**config.mk**
```make
export PLATFORM = sky130hd
export DESIGN_NAME = branch_resolve_unit
export DESIGN_NICKNAME = d
export VERILOG_FILES = /design/src/rtl/branch_resolve_unit.sv
export SDC_FILE = /design/constraint.sdc
export NUM_CORES = 1
export LEC_CHECK = 0
export ABC_CLOCK_PERIOD_IN_PS = 4800
export CAP_MARGIN = 15
export CORE_MARGIN = 1
export CORE_UTILIZATION = 30
export DETAILED_ROUTE_END_ITERATION = 7
export SYNTH_ARGS = -nofsm -noshare
export SYNTH_HDL_FRONTEND = slang
export SYNTH_SLANG_ARGS = --single-unit
```
**constraint.sdc**
```tcl
create_clock -name clk -period 4.8 [get_ports clk]
set_input_delay 0.48 -clock clk [delete_from_list [all_inputs] [get_ports clk]]
set_output_delay 0.48 -clock clk [all_outputs]
set_load 0.05 [all_outputs]
```
**src/rtl/branch_resolve_unit.sv**
```systemverilog
// branch_resolve_unit: carries fetch-time predictions to EX, checks them against the resolved outcome, and drives predictor/BTB updates and redirects.
module branch_resolve_unit #(
  parameter int DATA_WIDTH = 32,
  parameter int CNT_WIDTH  = 32
) (
  input  logic                  clk,
  input  logic                  rstn,
  input  logic                  if_valid,
  input  logic [DATA_WIDTH-1:0] if_pc,
  input  logic                  if_hit,
  input  logic                  if_pred,
  input  logic [DATA_WIDTH-1:0] if_target,
  input  logic                  stall,
  input  logic                  ex_valid,
  input  logic                  ex_is_branch,
  input  logic                  ex_is_jump,
  input  logic                  ex_taken,
  input  logic [DATA_WIDTH-1:0] ex_target,
  output logic                  update_predictor,
  output logic                  update_btb,
  output logic                  actually_taken,
  output logic [DATA_WIDTH-1:0] resolved_pc,
  output logic [DATA_WIDTH-1:0] resolved_pc_target,
  output logic                  redirect,
  output logic [DATA_WIDTH-1:0] redirect_pc,
  output logic [CNT_WIDTH-1:0]  branch_count,
  output logic [CNT_WIDTH-1:0]  mispredict_count,
  output logic                  proto_err
);
  logic                  ifid_valid, idex_valid;
  logic [DATA_WIDTH-1:0] ifid_pc, ifid_pnext, idex_pc, idex_pnext;
  logic [DATA_WIDTH-1:0] fetch_pnext, anext;
  logic                  res, tk, is_cf, mis, proto;
  always_comb begin
    fetch_pnext = (if_hit & if_pred) ? if_target : if_pc + DATA_WIDTH'(4);
    tk          = ex_taken | ex_is_jump;
    is_cf       = ex_is_branch | ex_is_jump;
    anext       = tk ? ex_target : idex_pc + DATA_WIDTH'(4);
    res         = ex_valid & ~redirect & idex_valid;
    proto       = ex_valid & ~redirect & ~idex_valid;
    mis         = res & (anext != idex_pnext);
  end
  always_ff @(posedge clk or negedge rstn) begin
    if (!rstn) begin
      ifid_valid         <= 1'b0;
      ifid_pc            <= '0;
      ifid_pnext         <= '0;
      idex_valid         <= 1'b0;
      idex_pc            <= '0;
      idex_pnext         <= '0;
      update_predictor   <= 1'b0;
      update_btb         <= 1'b0;
      actually_taken     <= 1'b0;
      resolved_pc        <= '0;
      resolved_pc_target <= '0;
      redirect           <= 1'b0;
      redirect_pc        <= '0;
      branch_count       <= '0;
      mispredict_count   <= '0;
      proto_err          <= 1'b0;
    end else begin
      if (mis) begin
        ifid_valid <= 1'b0;
        idex_valid <= 1'b0;
      end else if (!stall) begin
        idex_valid <= ifid_valid;
        idex_pc    <= ifid_pc;
        idex_pnext <= ifid_pnext;
        ifid_valid <= if_valid & ~redirect;
        ifid_pc    <= if_pc;
        ifid_pnext <= fetch_pnext;
      end
      update_predictor <= res & ex_is_branch;
      update_btb       <= res & is_cf & tk;
      redirect         <= mis;
      if (res) begin
        actually_taken     <= tk;
        resolved_pc        <= idex_pc;
        resolved_pc_target <= ex_target;
        redirect_pc        <= anext;
      end
      if (proto) proto_err <= 1'b1;
      if (res & is_cf & ~&branch_count) branch_count <= branch_count + 1'b1;
      if (mis & ~&mispredict_count) mispredict_count <= mispredict_count + 1'b1;
    end
  end
endmodule
```
# [Yosys cells after proc, flatten, opt, wreduce, memory -nomap -nowiden]
# Index checks and enable logic that the tools add are counted.
# W data, S select, Z words.
[classes] add_sub_neg=4 eq_ne=2 n_mux=6 bitwise_logic=17 reduce_logical=5
[op_table] operator="$add A32 B1 Y32 const B" n=2
[op_table] operator="$add A32 B3 Y32 const B" n=2
[op_table] operator="$mux W32" n=2
[op_table] operator="$reduce_and A32 Y1" n=2
[op_table] operator="$ne A32 B32 Y1" n=1
[op_table] operator="$and A1 B1 Y1" n=11
[op_table] operator="$mux W1" n=4
[op_table] operator="$not A1 Y1" n=4
[op_table] operator="$logic_not A1 Y1" n=2
[op_table] operator="$ne A2 B1 Y1 const B" n=1
[op_table] operator="$or A1 B1 Y1" n=2
[op_table] operator="$reduce_and A2 Y1" n=1
[totals] ff_bits=295 in_bits=106 elab_cells=50

# [Depth between registers and ports, before layout]
# Gate-level depths: netlist (run 1).
[logic_depth] ltp_word=6 mapped_depth=14 mapped_depth_nobuf=11

# [Worst setup path before layout (run 1)]
# Ideal clock, no wire load.
[synth_path] path_kind="register to register" from="reg idex_pc[2]" to="reg idex_pc[0]" setup_time_ns=0.127 t_arrival_ns=3.562 t_required_ns=4.673 setup_slack_ns=1.110 stages_incl_launch_ff=14 n_path_buf=2 path_cell_list="dfrtp_1 -> ha_1 -> nand3_2 -> nor4_1 -> mux2_2 -> a22oi_1 -> o2111ai_1 -> nor3_1 -> o2111ai_1 -> a2111o_1 -> a21oi_2 -> buf_6 -> buf_8 -> mux2_1"
[synth_via] elab_chain_len=6
[synth_rtl] element="start, declared" line_no="31" text="logic [DATA_WIDTH-1:0] ifid_pc, ifid_pnext, idex_pc, idex_pnext;"
[synth_rtl] element="start signal, assigned" line_no="67" text="idex_pc <= ifid_pc;"
[synth_rtl] element="$add A32 B3 Y32" line_no="38" text="anext = tk ? ex_target : idex_pc + DATA_WIDTH'(4);"
[synth_rtl] element="$mux W32" line_no="38"
[synth_rtl] element="$ne A32 B32 Y1" line_no="41" text="mis = res & (anext != idex_pnext);"
[synth_rtl] element="$and A1 B1 Y1" line_no="41"
[synth_rtl] element="$not A1 Y1 (no line)"
[synth_rtl] element="$reduce_and A2 Y1 (no line)"
# Every way passes these cells.
# A chain may end at the register's enable or synchronous reset.

# [Final worst setup path (run 1)]
[layout_path] from="reg idex_pc[2]" to="reg ifid_pc[19]"
[layout_via] elab_chain_len=6
[layout_rtl] element="$add A32 B3 Y32" line_no="38"
[layout_rtl] element="$mux W32" line_no="38"
[layout_rtl] element="$ne A32 B32 Y1" line_no="41"
[layout_rtl] element="$and A1 B1 Y1" line_no="41"
[layout_rtl] element="$not A1 Y1 (no line)"
[layout_rtl] element="$reduce_and A2 Y1 (no line)"
[layout_rtl] element="end signal, assigned" line_no="70" text="ifid_pc <= if_pc;"
[layout_rtl] element="end, declared" line_no="31"
# Every way passes these cells.

==> results.sh, run 1 <==
export IMPL_status="finished with violations"
export IMPL_violations="negative hold slack"
export IMPL_pwr_share_clk_pct=25.8
export IMPL_syn_nets=1522
export IMPL_timing_critical_path_cells="ha_1 -> nand3_2 -> nor4_1 -> buf_4 -> xor2_1 -> mux2i_1 -> a2bb2oi_1 -> and3_1 -> nand4_1 -> a2111o_1 -> a21oi_4 -> buf_12 -> buf_4 -> mux2_1"
export IMPL_cts_buffers_inserted=35
export IMPL_vias_per_cell=4.96
export IMPL_final_nets=1782
export IMPL_seq_power_share_pct=36.1
export IMPL_port_buffers=270
export IMPL_holdWs_ns=-0.0369
export IMPL_p_per_area_mw_per_mm2=556
export IMPL_grt_max_degree=108
export IMPL_drt_iter0_markers=909
export IMPL_cts_hold_buf=0
export IMPL_sw_frac_of_total_pct=40.8
export IMPL_drive_gt1_share_pct=6.95
export IMPL_start_util_pct=30.4
export IMPL_overflow=0
export IMPL_cts_setup_buffers=0
export IMPL_die_h_um=222
export IMPL_antenna_found_initial=0
export IMPL_drt_wl_total_um=45100
export IMPL_wl_per_cell_um=19.5
export IMPL_rows=80
export IMPL_cpPeakStageDelay_ns=0.61
export IMPL_switchingPower_uw=4320
export IMPL_ff2ff_setup_slack_ns=0.46
export IMPL_remaining_drc_errors=0
export IMPL_critPathKind="flip-flop to flip-flop"
export IMPL_place_congestion=0.923
export IMPL_synth_edf_count=0
export IMPL_synth_area_mm2=0.0145
export IMPL_rr_startpoint="idex_pc[2]"
export IMPL_clock_sinks=295
export IMPL_synthCells=1412
export IMPL_clockBufferDepth=3
export IMPL_synthFlopType="dfrtp_1"
export IMPL_io_pins=271
export IMPL_startpoint_type="flip-flop"
export IMPL_slowest_stage="nor4_1"
export IMPL_relSlewSlack_pct=27.6
export IMPL_synth_distinct_cells=68
export IMPL_setup_viol=0
export IMPL_yosysWarnings=0
export IMPL_htreeDepth=2
export IMPL_final_cell_mix="dfrtp_1, nand2_1, clkdlybuf4s50_1, mux2_1, xnor2_1"
export IMPL_die_area_mm2=0.0492
export IMPL_core_mm2=0.0476
export IMPL_fmax_ghz=0.230
export IMPL_grt_pass1_wl_um=69800
export IMPL_async_flop_share_pct=100
export IMPL_clock_root_buffer="clkbuf_16"
export IMPL_die_w_um=222
export IMPL_tns_ns=0
export IMPL_syn2layout_area_growth_pct=31.4
export IMPL_leakagePower_uw=0.00796
export IMPL_ant_nets=0
export IMPL_cp_top_family="simple AND/OR/NAND/NOR gates"
export IMPL_grt_pass1_vias=11342
export IMPL_p_comb_share_pct=38.1
export IMPL_ys_seq_area_share_pct=50.9
export IMPL_r2r_end="ifid_pc[19]"
export IMPL_r2r_worst_path_cells=14
export IMPL_dp_cells=2250
export IMPL_power_uw=10600
export IMPL_dr_pass1_iters=5
export IMPL_path_buf_inv=3
export IMPL_endpoint_kind="flip-flop"
export IMPL_fin_cells=2312
export IMPL_clk_pin_slew_ns=0.06
export IMPL_fin_crit_sh_pct=90.5
export IMPL_finalHoldViolCount=12
export IMPL_cts_resized=0
export IMPL_p_int_uw=6270
export IMPL_dp_hpwl_um=34300
export IMPL_arrival_ns=4.75
export IMPL_hold_class="input port to asynchronous set/reset pin"
export IMPL_insertedDiodeCount=0
export IMPL_vias=11461
export IMPL_rsz0062_at_grt="false"
export IMPL_ys_ff_latch=295
export IMPL_cts_tree="built"
export IMPL_grtUsageTotal_pct=18.4
export IMPL_clock_skew_ns=0.0149
export IMPL_worstPathMaxFanout=22
export IMPL_slew_violations=0
export IMPL_mostFrequentLayoutCell="dfrtp_1"
export IMPL_synth_area_per_cell_um2=10.3
export IMPL_maxCapViolCount=0
export IMPL_cp_common_cell="buf_4"
export IMPL_tightestPinTransition_ns=1.09
export IMPL_clk_latency_ns=0.54
export IMPL_irDropWorstVdd_mv=0.327
export IMPL_crit_required_ns=5.21
export IMPL_final_min_clock_period_ns=4.34
==> cells in the mapped netlist (all sizes together) (3+ instances only) <==
cell type    n  area [um2]
a211oi       3        27.5
a21oi       26         134
a311oi       3        26.3
a31oi        4        25.0
and2         9        56.3
and3        34         213
buf         28         259
clkbuf      49         186
dfrtp      295        7380
ha           4        50.1
inv         24        90.1
mux2       138        1550
mux2i        7        70.1
nand2      288        1080
nand3       69         365
nand3b      11        82.6
nand4       39         250
nand4b       3        26.3
nor2        65         244
nor3        28         140
nor4         8        95.1
o21ai       74         370
o22ai        5        31.3
o31ai        3        22.5
or3          5        31.3
xnor2       94         823
xor2        50         438
==> state kept, by name, summed over array words and instances, names as in the netlist <==
name / cells
branch_count: 32
idex_pc: 32
idex_pnext: 32
ifid_pc: 32
ifid_pnext: 32
mispredict_count: 32
redirect_pc: 32
resolved_pc: 32
resolved_pc_target: 32
actually_taken: 1
idex_valid: 1
ifid_valid: 1
proto_err: 1
redirect: 1
update_btb: 1
update_predictor: 1
==> how the worst max path moves through the flow <==
stage                        startpoint        endpoint  slack (ns)  depth (start not counted)
after floorplan              idex_pc[2]      idex_pc[0]        1.11                         13
after global placement    ex_target[26]     ifid_pc[22]         0.1                         14
after detailed placement  ex_target[26]     ifid_pc[19]        0.22                         14
after CTS                    idex_pc[2]     ifid_pc[19]        0.48                         14
after global routing         idex_pc[2]  ifid_pnext[19]        0.15                         13
final                        idex_pc[2]     ifid_pc[19]        0.46                         14
==> power by group through the flow <==
stage	Combinational, uW	Clock (uW)	Sequential, uW
6_report	4040	2730	3820
5_1_grt	4260	2890	3930
4_1_cts	4060	2800	3820
3_5_place_dp	4050	0	3860
3_3_place_gp	4020	0	3830
2_1_floorplan	1210	0	5070
==> per-stage QoR <==
step           area, um2  hold WS [ns]  setup slack, ns  util (%)
6_report           19000       -0.0369            0.458      40.0
3_5_place_dp       17900         0.462            0.218      37.5
2_1_floorplan      14500         0.184             1.11         -
5_1_grt            19000        0.0207            0.155      40.0
4_1_cts            19000        0.0165            0.479      40.0
3_3_place_gp       17900         0.457           0.0981      37.5
==> layer usage <==
metal  vias up  part of all wire (%)  GRT usage (%)
met1      5655                    48           26.5
met3        61                   5.1           3.17
met4         0                   2.7           5.67
met2       358                    44           28.0
met5         -                     0              0
li1       5387                     -              -
==> cell type report <==
class | count | area, um2
clock buffers | 52 | 1050
clock inverters | 10 | 135
flip-flops and latches | 295 | 7380
well taps | 615 | 769
inverters | 24 | 90.1
repair buffers | 300 | 3030
fillers | 4710 | 28600
multi-input cells | 1016 | 6590
==> cells by family (layout without fill, tap and decap cells) <==
kind of cell	Yosys count	in the layout	synth area share [%]
compound gates	148	148	6.24
fa+ha+maj	4	4	0.345
simple gates	573	573	18.6
mux	145	145	11.2
flops	295	295	50.9
buf+inv	101	386	3.70
xor+xnor	146	146	9.01
Note: power is estimated with default switching activity, not from simulation.
==> run 2: changes to the inputs <==
--- a/config.mk
+++ b/config.mk
@@ -8,8 +8,9 @@
 export ABC_CLOCK_PERIOD_IN_PS = 4800
 export CAP_MARGIN = 15
 export CORE_MARGIN = 1
-export CORE_UTILIZATION = 30
+export CORE_UTILIZATION = 53
 export DETAILED_ROUTE_END_ITERATION = 7
+export PLACE_DENSITY = 0.81
 export SYNTH_ARGS = -nofsm -noshare
 export SYNTH_HDL_FRONTEND = slang
 export SYNTH_SLANG_ARGS = --single-unit
==> results.sh, run 2 (synthesis gave the netlist of run 1 again) <==
export IMPL_final_cell_mix="dfrtp_1, nand2_1, clkdlybuf4s50_1, mux2_1, xnor2_1"
export IMPL_core_mm2=0.0269
export IMPL_p_comb_share_pct=39.4
export IMPL_clk_pin_slew_ns=0.06
export IMPL_use_met3_pct=3.97
export IMPL_p_per_area_mw_per_mm2=551
export IMPL_relSlewSlack_pct=33.9
export IMPL_htreeDepth=1
export IMPL_die_w_um=167
export IMPL_rows=60
export IMPL_maxCapViolCount=0
export IMPL_clk_latency_ns=0.56
export IMPL_io_pins=271
export IMPL_tns_ns=0
export IMPL_crit_required_ns=5.24
export IMPL_n_fill_cell=2011
export IMPL_finalHoldViolCount=4
export IMPL_p_int_uw=5900
export IMPL_arrival_ns=4.80
export IMPL_drive_gt1_share_pct=6.24
export IMPL_seq_power_share_pct=38.1
export IMPL_clock_sinks=295
export IMPL_holdWs_ns=-0.0238
export IMPL_setup_viol=0
export IMPL_vias=11587
export IMPL_startpoint_type="flip-flop"
export IMPL_grt_pass1_wl_um=63100
export IMPL_hold_class="input port to asynchronous set/reset pin"
export IMPL_final_min_clock_period_ns=4.36
export IMPL_final_nets=1770
export IMPL_place_area_mm2=0.0174
export IMPL_cts_tree="built"
export IMPL_grt_max_degree=122
export IMPL_tightestPinTransition_ns=0.983
export IMPL_dr_pass1_iters=5
export IMPL_ff2ff_setup_slack_ns=0.44
export IMPL_port_buffers=270
export IMPL_final_cell_area_mm2=0.0184
export IMPL_insertedDiodeCount=0
export IMPL_cts_resized=0
export IMPL_worstPathMaxFanout=38
export IMPL_cts_buffers_inserted=29
export IMPL_mostFrequentLayoutCell="dfrtp_1"
export IMPL_status="finished with violations"
export IMPL_wl_per_cell_um=19.9
export IMPL_r2r_worst_path_cells=12
export IMPL_die_h_um=167
export IMPL_drt_iter0_markers=1088
export IMPL_slew_violations=0
export IMPL_globalRouteMet2Util_pct=44.9
export IMPL_ant_nets=0
export IMPL_cts_setup_buffers=0
export IMPL_fmax_ghz=0.229
export IMPL_drt_wl_total_um=40200
export IMPL_sw_frac_of_total_pct=41.8
export IMPL_critPathKind="flip-flop to flip-flop"
export IMPL_clock_skew_ns=0.0180
export IMPL_fin_crit_sh_pct=90.9
export IMPL_dp_hpwl_um=29800
export IMPL_vias_per_cell=5.73
export IMPL_irDropWorstVdd_mv=0.311
export IMPL_start_util_pct=53.9
export IMPL_remaining_drc_errors=0
export IMPL_rsz0062_at_grt="false"
export IMPL_violations="negative hold slack"
export IMPL_clock_root_buffer="clkbuf_16"
export IMPL_die_area_mm2=0.0280
export IMPL_place_congestion=0.946
export IMPL_busiest_layer="met2"
export IMPL_syn2layout_area_growth_pct=27.0
export IMPL_antenna_found_initial=0
export IMPL_cts_hold_buf=0
export IMPL_clockBufferDepth=3
export IMPL_grt_pass1_vias=11109
export IMPL_rr_startpoint="idex_pc[3]"
export IMPL_r2r_end="ifid_pc[21]"
export IMPL_leakagePower_uw=0.00781
export IMPL_switchingPower_uw=4230
export IMPL_overflow=0
export IMPL_grt_util_met1_pct=41.8
export IMPL_pwr_share_clk_pct=22.5
export IMPL_endpoint_kind="flip-flop"
export IMPL_grtUsageTotal_pct=28.7
==> run 2: cell types whose count changed in the layout (fill, tap and decap cells not counted), sizes merged <==
cell	previous run	this run
clkbuf	52	45
bufinv	3	1
buf	31	25
==> run 2: routing by layer <==
layer	wire length (um)	up-vias
li1	-	5355
met1	18200	5733
met2	18200	433
met3	2640	66
met4	1130	0
met5	0	-
==> run 2: how the worst max path moves through the flow <==
stage                             start  slack (ns)          end
after floorplan              idex_pc[2]        1.11   idex_pc[0]
after global placement    ex_target[26]        0.39  ifid_pc[23]
after detailed placement  ex_target[26]        0.33  idex_pc[25]
after CTS                    idex_pc[3]        0.49  ifid_pc[21]
after global routing         idex_pc[3]        0.26  ifid_pc[21]
final                        idex_pc[3]        0.44  ifid_pc[21]
==> run 2: critical path, stage by stage (launching register included) <==
cell	delay, ns
dfrtp_1	0.43
ha_1	0.30
nand3_2	0.23
nor4_4	0.76
nand3_2	0.16
xor2_1	0.19
nor2_1	0.12
a21oi_1	0.06
a2111o_1	0.44
a2111o_1	0.44
a21oi_4	0.43
buf_12	0.29
mux2_1	0.37
==> run 2: power groups by stage <==
stage | Clock [uW] | Sequential (uW) | Combinational, uW
2_1_floorplan | 0 | 5070 | 1210
3_3_place_gp | 0 | 3850 | 3920
3_5_place_dp | 0 | 3880 | 3980
4_1_cts | 2300 | 3840 | 4000
5_1_grt | 2410 | 3940 | 4210
6_report | 2280 | 3860 | 3990
==> run 2: final cells by class <==
class | count | area, um2 | area share (%)
inverter | 24 | 90.1 | 0.489
timing repair buffer | 294 | 2960 | 16.1
multi-input combinational | 1016 | 6590 | 35.8
clock buffer | 45 | 886 | 4.81
sequential | 295 | 7380 | 40.1
tap | 341 | 427 | 2.32
clock inverter | 8 | 75.1 | 0.408
==> run 2: stage by stage <==
step / util (%) / total power (uW) / hold slack (ns) / instances / worst slack [ns]
floorplan: - / 6280 / 0.184 / 1412 / 1.11
global route: 68.5 / 10600 / 0.0608 / 2023 / 0.261
global placement: 64.9 / 7760 / 0.457 / 1970 / 0.393
finish: 68.5 / 10100 / -0.0238 / 2023 / 0.437
CTS: 68.5 / 10100 / 0.0367 / 2023 / 0.491
detailed placement: 64.9 / 7860 / 0.462 / 1970 / 0.327
